--- config.mk ---
export PLATFORM = sky130hd
export DESIGN_NAME = calc_sequencer
export DESIGN_NICKNAME = d
export VERILOG_FILES = /design/src/rtl/calc_pkg.sv /design/src/rtl/calc_digit_reg.sv /design/src/rtl/calc_sequencer.sv
export SDC_FILE = /design/constraint.sdc
export NUM_CORES = 1
export LEC_CHECK = 0
export ABC_AREA = 1
export CAP_MARGIN = 20
export CELL_PAD_IN_SITES_DETAIL_PLACEMENT = 0
export CELL_PAD_IN_SITES_GLOBAL_PLACEMENT = 1
export CORE_MARGIN = 1
export CORE_UTILIZATION = 35
export DETAILED_ROUTE_END_ITERATION = 6
export PLACE_DENSITY_LB_ADDON = 0.1
export SKIP_LAST_GASP = 1
export SLEW_MARGIN = 10
export SYNTH_ARGS = -nofsm -noshare
export SYNTH_HDL_FRONTEND = slang
export SYNTH_SLANG_ARGS = --single-unit
export TNS_END_PERCENT = 100
--- constraint.sdc ---
create_clock -name clk -period 2.1 [get_ports clk]
set_input_delay 0.21 -clock clk [delete_from_list [all_inputs] [get_ports clk]]
set_output_delay 0.21 -clock clk [all_outputs]
set_load 0.03 [all_outputs]
--- src/rtl/calc_pkg.sv ---
// Shared encodings for the calculator key sequencer: key codes, FSM states,
// ALU op and display select values.
package calc_pkg;

  localparam logic [3:0] KEY_ADD = 4'hA;
  localparam logic [3:0] KEY_SUB = 4'hB;
  localparam logic [3:0] KEY_EQ  = 4'hC;
  localparam logic [3:0] KEY_CLR = 4'hD;

  localparam logic OP_ADD = 1'b0;
  localparam logic OP_SUB = 1'b1;

  localparam logic [1:0] DISP_A   = 2'd0;
  localparam logic [1:0] DISP_B   = 2'd1;
  localparam logic [1:0] DISP_RES = 2'd2;

  localparam logic [1:0] DIGITS_MAX = 2'd3;

  typedef enum logic [2:0] {
    ST_ENTER_A  = 3'd0,
    ST_ENTER_B  = 3'd1,
    ST_START    = 3'd2,
    ST_WAIT_ALU = 3'd3,
    ST_SHOW     = 3'd4
  } state_e;

  function automatic logic is_digit(input logic [3:0] code);
    return (code <= 4'd9);
  endfunction

endpackage

--- src/rtl/calc_digit_reg.sv ---
// Three-digit BCD entry register: new digits shift in from the right, digits
// beyond the third are dropped.
module calc_digit_reg
  import calc_pkg::*;
(
  input  logic        clk,
  input  logic        reset,
  input  logic        clear,
  input  logic        load,
  input  logic        shift,
  input  logic [3:0]  digit,
  output logic [11:0] value_q,
  output logic [1:0]  count_q
);

  logic [11:0] value_d;
  logic [1:0]  count_d;

  // Clear beats load beats shift.
  always_comb begin
    value_d = value_q;
    count_d = count_q;
    if (clear) begin
      value_d = 12'h000;
      count_d = 2'd0;
    end else if (load) begin
      value_d = {8'h00, digit};
      count_d = 2'd1;
    end else if (shift && (count_q != DIGITS_MAX)) begin
      value_d = {value_q[7:0], digit};
      count_d = count_q + 2'd1;
    end else begin
      value_d = value_q;
      count_d = count_q;
    end
  end

  // Digit and count registers.
  always_ff @(posedge clk) begin
    if (reset) begin
      value_q <= 12'h000;
      count_q <= 2'd0;
    end else begin
      value_q <= value_d;
      count_q <= count_d;
    end
  end

endmodule

--- src/rtl/calc_sequencer.sv ---
// Key-entry sequencer for a 3-digit BCD calculator: collects operands, hands
// them to an external ALU, and latches the result or a timeout error.
module calc_sequencer
  import calc_pkg::*;
#(
  parameter int unsigned TIMEOUT = 255
) (
  input  logic        clk,
  input  logic        reset,
  input  logic        key_valid,
  input  logic [3:0]  key_code,
  input  logic        alu_done,
  input  logic [15:0] alu_result,
  input  logic        alu_ovf,
  output logic        alu_start,
  output logic        alu_op,
  output logic [11:0] operand_a,
  output logic [11:0] operand_b,
  output logic [15:0] result_q,
  output logic [1:0]  display_sel,
  output logic        err,
  output logic        busy
);

  localparam logic [15:0] TIMEOUT_LD = 16'(TIMEOUT);

  state_e      state_q, state_d;
  logic        op_q, op_d;
  logic [15:0] result_d;
  logic        err_q, err_d;
  logic [1:0]  disp_q, disp_d;
  logic [15:0] timer_q, timer_d;
  logic        start_q, start_d;
  logic        busy_q, busy_d;
  logic        a_clear, a_load, a_shift, b_clear, b_shift;
  logic [1:0]  a_count, b_count;
  logic        key_digit, key_op, key_eq, key_clr;

  assign key_digit = key_valid & is_digit(key_code);
  assign key_op    = key_valid & ((key_code == KEY_ADD) | (key_code == KEY_SUB));
  assign key_eq    = key_valid & (key_code == KEY_EQ);
  assign key_clr   = key_valid & (key_code == KEY_CLR);

  calc_digit_reg u_reg_a (
    .clk(clk), .reset(reset), .clear(a_clear), .load(a_load), .shift(a_shift),
    .digit(key_code), .value_q(operand_a), .count_q(a_count)
  );

  calc_digit_reg u_reg_b (
    .clk(clk), .reset(reset), .clear(b_clear), .load(1'b0), .shift(b_shift),
    .digit(key_code), .value_q(operand_b), .count_q(b_count)
  );

  // Next-state and next-output logic; clear overrides everything, including a pending ALU reply.
  always_comb begin
    state_d  = state_q;
    op_d     = op_q;
    result_d = result_q;
    err_d    = err_q;
    disp_d   = disp_q;
    timer_d  = timer_q;
    a_clear  = 1'b0;
    a_load   = 1'b0;
    a_shift  = 1'b0;
    b_clear  = 1'b0;
    b_shift  = 1'b0;
    if (key_clr) begin
      a_clear = 1'b1;
      b_clear = 1'b1;
      err_d   = 1'b0;
      op_d    = OP_ADD;
      disp_d  = DISP_A;
      timer_d = TIMEOUT_LD;
      state_d = ST_ENTER_A;
    end else begin
      case (state_q)
        ST_ENTER_A: begin
          if (key_digit) begin
            a_shift = (a_count != DIGITS_MAX);
          end else if (key_op) begin
            op_d    = (key_code == KEY_SUB) ? OP_SUB : OP_ADD;
            b_clear = 1'b1;
            state_d = ST_ENTER_B;
          end else begin
            state_d = ST_ENTER_A;
          end
        end
        ST_ENTER_B: begin
          if (key_digit) begin
            b_shift = (b_count != DIGITS_MAX);
            disp_d  = DISP_B;
          end else if (key_op && (b_count == 2'd0)) begin
            op_d = (key_code == KEY_SUB) ? OP_SUB : OP_ADD;
          end else if (key_eq) begin
            state_d = ST_START;
          end else begin
            state_d = ST_ENTER_B;
          end
        end
        ST_START: begin
          timer_d = TIMEOUT_LD;
          state_d = ST_WAIT_ALU;
        end
        ST_WAIT_ALU: begin
          if (alu_done) begin
            result_d = alu_result;
            err_d    = alu_ovf;
            disp_d   = DISP_RES;
            timer_d  = TIMEOUT_LD;
            state_d  = ST_SHOW;
          end else if (timer_q <= 16'd1) begin
            // Last waiting cycle: SHOW lands exactly TIMEOUT cycles after entry.
            result_d = 16'h0000;
            err_d    = 1'b1;
            disp_d   = DISP_RES;
            timer_d  = TIMEOUT_LD;
            state_d  = ST_SHOW;
          end else begin
            timer_d = timer_q - 16'd1;
          end
        end
        ST_SHOW: begin
          if (key_digit) begin
            a_load  = 1'b1;
            b_clear = 1'b1;
            err_d   = 1'b0;
            disp_d  = DISP_A;
            state_d = ST_ENTER_A;
          end else begin
            state_d = ST_SHOW;
          end
        end
        default: begin
          state_d = ST_ENTER_A;
        end
      endcase
    end
    start_d = (state_d == ST_START);
    busy_d  = (state_d == ST_START) || (state_d == ST_WAIT_ALU);
  end

  // State and registered-output flops.
  always_ff @(posedge clk) begin
    if (reset) begin
      state_q  <= ST_ENTER_A;
      op_q     <= OP_ADD;
      result_q <= 16'h0000;
      err_q    <= 1'b0;
      disp_q   <= DISP_A;
      timer_q  <= TIMEOUT_LD;
      start_q  <= 1'b0;
      busy_q   <= 1'b0;
    end else begin
      state_q  <= state_d;
      op_q     <= op_d;
      result_q <= result_d;
      err_q    <= err_d;
      disp_q   <= disp_d;
      timer_q  <= timer_d;
      start_q  <= start_d;
      busy_q   <= busy_d;
    end
  end

  assign alu_start   = start_q;
  assign alu_op      = op_q;
  assign display_sel = disp_q;
  assign err         = err_q;
  assign busy        = busy_q;

endmodule

==> run_results.csv <==
group,metric,value,unit
hold_path,holdPathEnd,"alu_op",
routing,routed_via_density,4.650,
global_routing,grt_pass1_vias,2855,
routing,drt-total-wl,7906,um
setup_path,end_kind,"flip-flop",
cells_and_area,final_area,4265,sq um
routing,antenna_left,0,
sta,tightest_slew,461.7,ps
sta,slew_headroom,0.6898,
synth,synth_top_family_by_area,"simple AND/OR/NAND/NOR gates",
setup_path,path_buf_inv,2,
global_routing,grt_max_degree,25,
sta,skew,6.183,ps
setup_path,crit_chain,"inv_1 > ha_1 > inv_1 > nand2_1 > nand2_1 > nor2_1 > nand2_2 > nand2_4 > nand3_4 > a21oi_1 > nor2_1",
setup_path,rr_startpoint,"timer_q[0]",
cells_and_area,syn2layout_area_growth,30.86,%
floorplan,initial_utilization,0.3684,
cells_and_area,fin_util,0.4820,
clocking,cts_tree,"built",
cells_and_area,final_common_cell,"nand2_1",
synth,synth_xor_area_frac,0.008061,
setup_path,required,2330,ps
setup_path,critPathKind,"reg2reg",
setup_path,path_delay_family,"simple AND/OR/NAND/NOR gates",
clocking,post_cts_buffers,0,
power_and_ir_drop,vdd_drop_max,325.0,uV
routing,routed-via-count,2990,
floorplan,core_area,8848,sq um
place,portBuffers,70,
clocking,clock_path_buffers,2,
sta,timing.final.ws_setup,285.1,ps
job,cap_violations,0,
global_routing,gr-total-overflow,0,
clocking,cts_htree_levels,3,
place,place_hpwl,5784,um
synth,yosys_warnings,0,
power_and_ir_drop,p_leak,0.001777,uW
routing,drtPass1Iterations,6,
cells_and_area,n_fill_cell,893,
setup_path,reg2reg_depth,11,
cells_and_area,nNetsFinal,560,
synth,syn-instance-count,450,
synth,avgSynthCellArea,7.243,sq um
sta,rsz0062_at_grt,"no",
clocking,holdBufCountCts,0,
synth,synthSimpleGateAreaFrac,0.3175,
sta,fin_crit_sh,0.8643,
routing,wl_per_cell,12.30,um
synth,synthMuxAreaShare,0,
clocking,cts.repair.resized,0,
floorplan,fp.dieW,98.50,um
synth,yosysUniqueCellTypes,37,
sta,fmax,551.0,MHz
global_routing,grt_pass1_wl,13320,um
synth,synth_compound_area_frac,0.1298,
clocking,clk_latency,340,ps
cells_and_area,final_cell_mix,"nand2_1, clkdlybuf4s50_1, dfxtp_1",
sta,fin_setup_tns,0,ps
run_status,status,"complete, no violations",
setup_path,cp-start-kind,"flip-flop",
sta,hold_viol_final,0,
sta,final-setup-viol-count,0,
synth,synth_fp_nets,480,
place,gp_congestion,0.8388,
place,dp_slack,221.9,ps
setup_path,crit_path_top_delay_cell,"dfxtp_1",
setup_path,critPathMaxStageDelay,340,ps
global_routing,grt_util_all_layers,0.1743,
setup_path,crit_fanout,24,
synth,seq_area_frac_synth,0.4238,
sta,finalMaxSlewViolations,0,
power_and_ir_drop,p_per_area,631.6,nW/um^2
floorplan,die_area,9702,sq um
hold_path,min-delay-start,"alu_op",
setup_path,rrSetupSlack,290,ps
clocking,clk_pin_slew_worst_paths,70,ps
power_and_ir_drop,finalPower,2694,uW
routing,dr.first_iter.drc_count,83,
synth,synth_seq_cells,69,
hold_path,hold_path_class,"reg2reg",
routing,drcViolationCount,0,
clocking,root_buffer,"clkbuf_8",
clocking,cts.sinks,69,
floorplan,die_y,98.50,um
floorplan,ios,71,
setup_path,rr_endpoint,"result_q[12]",
cells_and_area,multi_input_area,1546,sq um
setup_path,cp_data_arrival_time,2050,ps
cells_and_area,diodes,0,
sta,period_needed,1815,ps
global_routing,antenna_found_initial,0,
cells_and_area,register_area,1381,sq um
cells_and_area,layout-drive-gt1-share,0.1028,
synth,synthAdderAreaFrac,0.01919,
synth,synth_area,3259,sq um
floorplan,rows,34,
clocking,numCtsBuffers,9,
hold_path,worstHoldPathCells,2,
place,dpl_cell_area,4073,sq um
==> cell usage after synthesis <==
cell type | n | area [sq um]
nand2_2 | 6 | 37.54
inv_2 | 4 | 15.01
a21oi_2 | 3 | 26.28
buf_6 | 3 | 33.78
nand3_1 | 18 | 90.09
o21ai_2 | 1 | 8.760
inv_1 | 47 | 176.4
a31oi_1 | 1 | 6.260
a21oi_1 | 48 | 240.2
o211ai_1 | 2 | 15.01
nor2_8 | 2 | 40.04
nor4_1 | 1 | 6.260
buf_4 | 1 | 7.510
buf_12 | 1 | 20.02
dfxtp_1 | 69 | 1381
o2111ai_1 | 1 | 8.760
clkbuf_8 | 2 | 27.53
buf_2 | 2 | 10.01
o21ai_0 | 19 | 95.09
clkbuf_1 | 3 | 11.26
nand3_2 | 2 | 20.02
nor3_1 | 7 | 35.03
clkinv_1 | 2 | 7.510
a211oi_1 | 1 | 7.510
a21boi_0 | 1 | 7.510
clkbuf_2 | 2 | 10.01
inv_4 | 2 | 12.51
o21bai_1 | 1 | 7.510
xor2_1 | 3 | 26.28
nor2_4 | 3 | 33.78
nand2_4 | 1 | 11.26
nor2_1 | 64 | 240.2
nand2_1 | 106 | 397.9
nand4_1 | 12 | 75.07
nand3_4 | 2 | 35.03
ha_1 | 5 | 62.56
nor2_2 | 2 | 12.51
==> routing by layer <==
layer / vias up / global-route usage / share of wire
li1: 1594 / - / -
met1: 1329 / 0.2165 / 0.47
met2: 63 / 0.2801 / 0.47
met3: 4 / 0.05532 / 0.056
met4: 0 / 0.07233 / 0.0083
met5: - / 0 / 0
==> worst min-delay path, stage by stage, from the launching register on <==
cell and delay (ps):
dfxtp_1 310, inv_1 50, a21oi_1 50
==> where the power goes <==
group / leakage [uW] / total, uW / switching (uW) / internal, uW
combinational: 0.00112 / 269 / 152 / 117
sequential: 0.000559 / 1350 / 15.9 / 1330
clock: 0.0000964 / 1070 / 496 / 578
==> metrics by stage <==
step                hold WS (ps)  instances
floorplan                  351.6        450
global placement           441.7        627
detailed placement         440.5        627
CTS                        454.3        643
global route               472.5        643
finish                     450.2        643
==> kinds of logic (layout without fill, tap and decap cells) <==
group	after synthesis	after routing
AOI/OAI and AO/OA	78	78
xor gates and xnor gates	3	3
DFF	69	69
buffers and inverters	69	154
and+or+nand+nor	226	226
adders and majority gates	5	5
==> cell type report <==
type                            count  area share
Multi-Input combinational cell    312      0.3626
Tap cell                          108     0.03168
Clock buffer                       12     0.03403
Clock inverter                      4     0.01115
Timing Repair Buffer               83      0.1872
Sequential cell                    69      0.3238
Inverter                           55     0.04957
==> how the worst max path moves through the flow <==
| stage | startpoint | endpoint | slack, ps | depth (start not counted) |
|---|---|---|---|---|
| finish | timer_q[0] | result_q[12] | 290 | 11 |
| detailed placement | key_code[3] | u_reg_b.count_q[1] | 220 | 8 |
| global route | timer_q[0] | result_q[11] | 50 | 11 |
| CTS | timer_q[0] | result_q[12] | 280 | 11 |
| global placement | key_code[3] | u_reg_b.count_q[1] | 250 | 8 |
| floorplan | timer_q[0] | result_q[10] | 600 | 12 |
==> sequential cells by signal (all words and copies together) (netlist names) <==
name	count
result_q	16
timer_q	16
u_reg_a.value_q	12
u_reg_b.value_q	12
state_q	3
display_sel	2
u_reg_a.count_q	2
u_reg_b.count_q	2
alu_op	1
alu_start	1
busy	1
err	1
No activity file was read; power rests on OpenSTA's default activity.
==> variant 1 (config.mk and constraints unchanged) <==
Register the output `result_q` once more, without a reset; this adds one clock of latency there. The other outputs are not delayed to match.
--- a/src/rtl/calc_sequencer.sv
+++ b/src/rtl/calc_sequencer.sv
@@ -25,2 +25,4 @@
   localparam logic [15:0] TIMEOUT_LD = 16'(TIMEOUT);
+
+  logic [15:0] result_q_s0;
 
@@ -57,3 +59,3 @@
     op_d     = op_q;
-    result_d = result_q;
+    result_d = result_q_s0;
     err_d    = err_q;
@@ -146,3 +148,3 @@
       op_q     <= OP_ADD;
-      result_q <= 16'h0000;
+      result_q_s0 <= 16'h0000;
       err_q    <= 1'b0;
@@ -155,3 +157,3 @@
       op_q     <= op_d;
-      result_q <= result_d;
+      result_q_s0 <= result_d;
       err_q    <= err_d;
@@ -170,2 +172,6 @@
 
+  always_ff @(posedge clk) begin
+    result_q <= result_q_s0;
+  end
+
 endmodule
Formal check against the unedited RTL: not equivalent (Yosys sat finds a counterexample within 10 cycles, from zero or initial values and one cycle with reset high).
==> variant 1 against the original RTL <==
- sequential share of layout area up 3.9 points
- design area increased by 9.9%
- highest routed layer unchanged
- largest power group unchanged
- area after synthesis rose by 11%
- setup slack worse by 0.0015 ns
- sequential cell count increased by 16
- total power grew 22%
- routed wire length increased by 6.5%
==> variant 1: results (changes against the original RTL) <==
.. list-table::
   :header-rows: 1

   * - Metric
     - Value
   * - Ranking of synthesized cells by instance count
     - 108 x sky130_fd_sc_hd__nand2_1, 85 x sky130_fd_sc_hd__dfxtp_1, 60 x sky130_fd_sc_hd__nor2_1
   * - Latest clock arrival within the worst-skew pair
     - 0.36 ns (+0.02 ns)
   * - Path depth of the worst reg2reg path
     - 10 (-1)
   * - Worst slack after detailed placement
     - 0.0140 ns (-0.208 ns)
   * - Routed wire length on met3
     - 331 um (-25%)
   * - Layout fillers
     - 1055 (+18%)
   * - Gp weighted congestion
     - 0.794 (-5.3%)
   * - Part of the power in combinational logic
     - 0.089 (-0.011)
   * - Flip-flop and latch area
     - 1700 um^2 (+23%)
   * - Clock slew seen by the registers of the worst setup and hold paths
     - 0.09 ns (+0.02 ns)
   * - Post-DR vias/cell
     - 4.61 (-0.86%)
   * - Placement-stage cell area
     - 4460 um^2 (+9.5%)
   * - # nets final
     - 574 (+2.5%)
   * - Clock buffers and inverters, area share
     - 0.0488 (+0.00366)
   * - Outcome
     - finished clean
   * - Cell depth of the worst hold path
     - 0 (-2)
   * - Leakage
     - 1.97 nW (+11%)
   * - Proportion of layout cells with a drive suffix above 1
     - 0.122 (+0.0192)
   * - Synth Register Bits
     - 85 (+23%)
   * - Post-layout util
     - 0.473 (-0.00894)
   * - Internal power contribution
     - 2.45 mW (+21%)
   * - Layout Skew
     - 0.0115 ns (+0.00530 ns)
   * - Global-route wire length before repair
     - 14.3 mm (+7.7%)
   * - Met2 Track Usage GR
     - 0.268 (-0.0121)
   * - End of the critical path
     - timer_q[1]$_SDFFE_PP1P_
   * - Global routing usage on met1
     - 0.213 (-0.00325)
   * - Total global routing track utilization
     - 0.164 (-0.0105)
-- variant 1: changes by cell type in the layout (fill, tap and decap cells not counted), sizes merged, moves of 4 or more --
| cell | unedited run | this run |
|---|---|---|
| nor3 | 7 | 3 |
| dfxtp | 69 | 85 |
| nand4 | 12 | 22 |
| a21oi | 51 | 39 |
| o21ai | 20 | 24 |
-- variant 1: critical path, stage by stage, from the launching register on --
cell and delay [ns]:
sky130_fd_sc_hd__dfxtp_1 0.40, sky130_fd_sc_hd__inv_1 0.10, sky130_fd_sc_hd__ha_1 0.27, sky130_fd_sc_hd__o21ai_1 0.16, sky130_fd_sc_hd__nor2_1 0.05, sky130_fd_sc_hd__nand2_1 0.13
sky130_fd_sc_hd__nand3_2 0.13, sky130_fd_sc_hd__nand2_1 0.10, sky130_fd_sc_hd__nand2_2 0.10, sky130_fd_sc_hd__inv_2 0.16, sky130_fd_sc_hd__o211ai_1 0.10
==> variant 2 (same flow settings) <==
Without the edit above. Change the parameter `TIMEOUT` from 255 to 191.
--- a/src/rtl/calc_sequencer.sv
+++ b/src/rtl/calc_sequencer.sv
@@ -5,3 +5,3 @@
 #(
-  parameter int unsigned TIMEOUT = 255
+  parameter int unsigned TIMEOUT = 191
 ) (
Check against the original RTL: same outputs for any inputs over 10 cycles, from zero or initial values and one cycle with reset high; that may be too few to reach the edited logic, so the function may still have changed.
==> variant 2 against the original RTL <==
- design area increased by 0.26%
- area after synthesis is 3.0% lower
- die area is 3.0% lower
- total power increased by 10%
- via count grew 0.60%
- routed wire length is 3.4% lower
- setup slack improved by 0.029 ns
- sequential cell count unchanged
- critical path type unchanged
- largest cell class unchanged
==> variant 2: results (changes against the original RTL) <==
.. list-table::
   :header-rows: 1

   * - Metric
     - Value
   * - Post-DR wirelength/cell
     - 11.8 um (-4.0%)
   * - Sequential area share after synthesis
     - 0.437 (+0.0133)
   * - Path depth of the worst reg2reg path
     - 8 (-3)
   * - Register share of the cell area
     - 0.323 (-0.000853)
   * - Post-synth cell types
     - 34 (-8.1%)
   * - Post-synth net total
     - 484 (+0.83%)
   * - Proportion of layout cells with a drive suffix above 1
     - 0.0835 (-0.0193)
   * - Sequential cell count of the final layout
     - 69 (unchanged)
   * - Placed cell count
     - 631 (+0.64%)
   * - Worst slack after detailed placement
     - 0.132 ns (-0.0894 ns)
   * - Clock buffers and inverters, area share
     - 0.0579 (+0.0128)
   * - Layout fillers
     - 885 (-0.90%)
   * - Sum of routed wire length over all layers
     - 7.64 mm (-3.4%)
   * - Largest incremental delay on the critical path
     - 0.41 ns (+0.07 ns)
   * - Adder-Cell Fraction of Synth Area
     - 0.0198 (+0.000600)
   * - Proportion of final cell area spent on non-clock buffers
     - 0.190 (+0.00243)
   * - Synthesized-area fraction occupied by ao, oa, aoi and oai cells
     - 0.118 (-0.0122)
   * - Count of multi-input combinational gates
     - 318 (+1.9%)
   * - Global-route wire length before repair
     - 13.5 mm (+1.3%)
   * - Post-DR vias/cell
     - 4.65 (about the same)
   * - Placement-stage cell area
     - 4030 um^2 (-1.1%)
   * - Outcome
     - finished clean
   * - Gp weighted congestion
     - 0.770 (-8.2%)
   * - Gate Count Post-Synth
     - 454 (+0.89%)
   * - Synth Area in XOR/XNOR
     - 0.0111 (+0.00302)
   * - Net switching fraction of the power
     - 0.233 (-0.0136)
   * - Leakage
     - 1.77 nW (-0.14%)
   * - # nets final
     - 564 (+0.71%)
   * - Total global routing track utilization
     - 0.173 (-0.00153)
   * - Area contributors post-synth
     - sky130_fd_sc_hd__dfxtp_1 44%, sky130_fd_sc_hd__nand2_1 13%, sky130_fd_sc_hd__nor2_1 9.9%
   * - Power in combinational cells
     - 268 uW (about the same)
==> variant 2: cell types whose count changed after synthesis, sizes merged, moves of 2 or more <==
cell   change
a21oi      -7
inv        -2
nand2      +3
nand3      -5
nor2      +17
nor3       -2
==> variant 2: worst paths after layout <==
check             slack [ns]                         to                   from
setup / recovery        0.31  result_q[12]$_SDFFE_PP0P_  state_q[1]$_SDFF_PP0_
hold / removal          0.45        alu_op$_SDFFE_PP0P_    alu_op$_SDFFE_PP0P_
setup reg to reg        0.31  result_q[12]$_SDFFE_PP0P_  state_q[1]$_SDFF_PP0_
hold reg to reg         0.45        alu_op$_SDFFE_PP0P_    alu_op$_SDFFE_PP0P_
==> variant 2: layer usage <==
layer | wire length (um) | vias to the layer above | track usage
met5 | 0 | - | 0
met1 | 3790 | 1346 | 0.226
met4 | 114 | 0 | 0.0689
met2 | 3370 | 49 | 0.272
li1 | - | 1602 | -
met3 | 367 | 11 | 0.0426
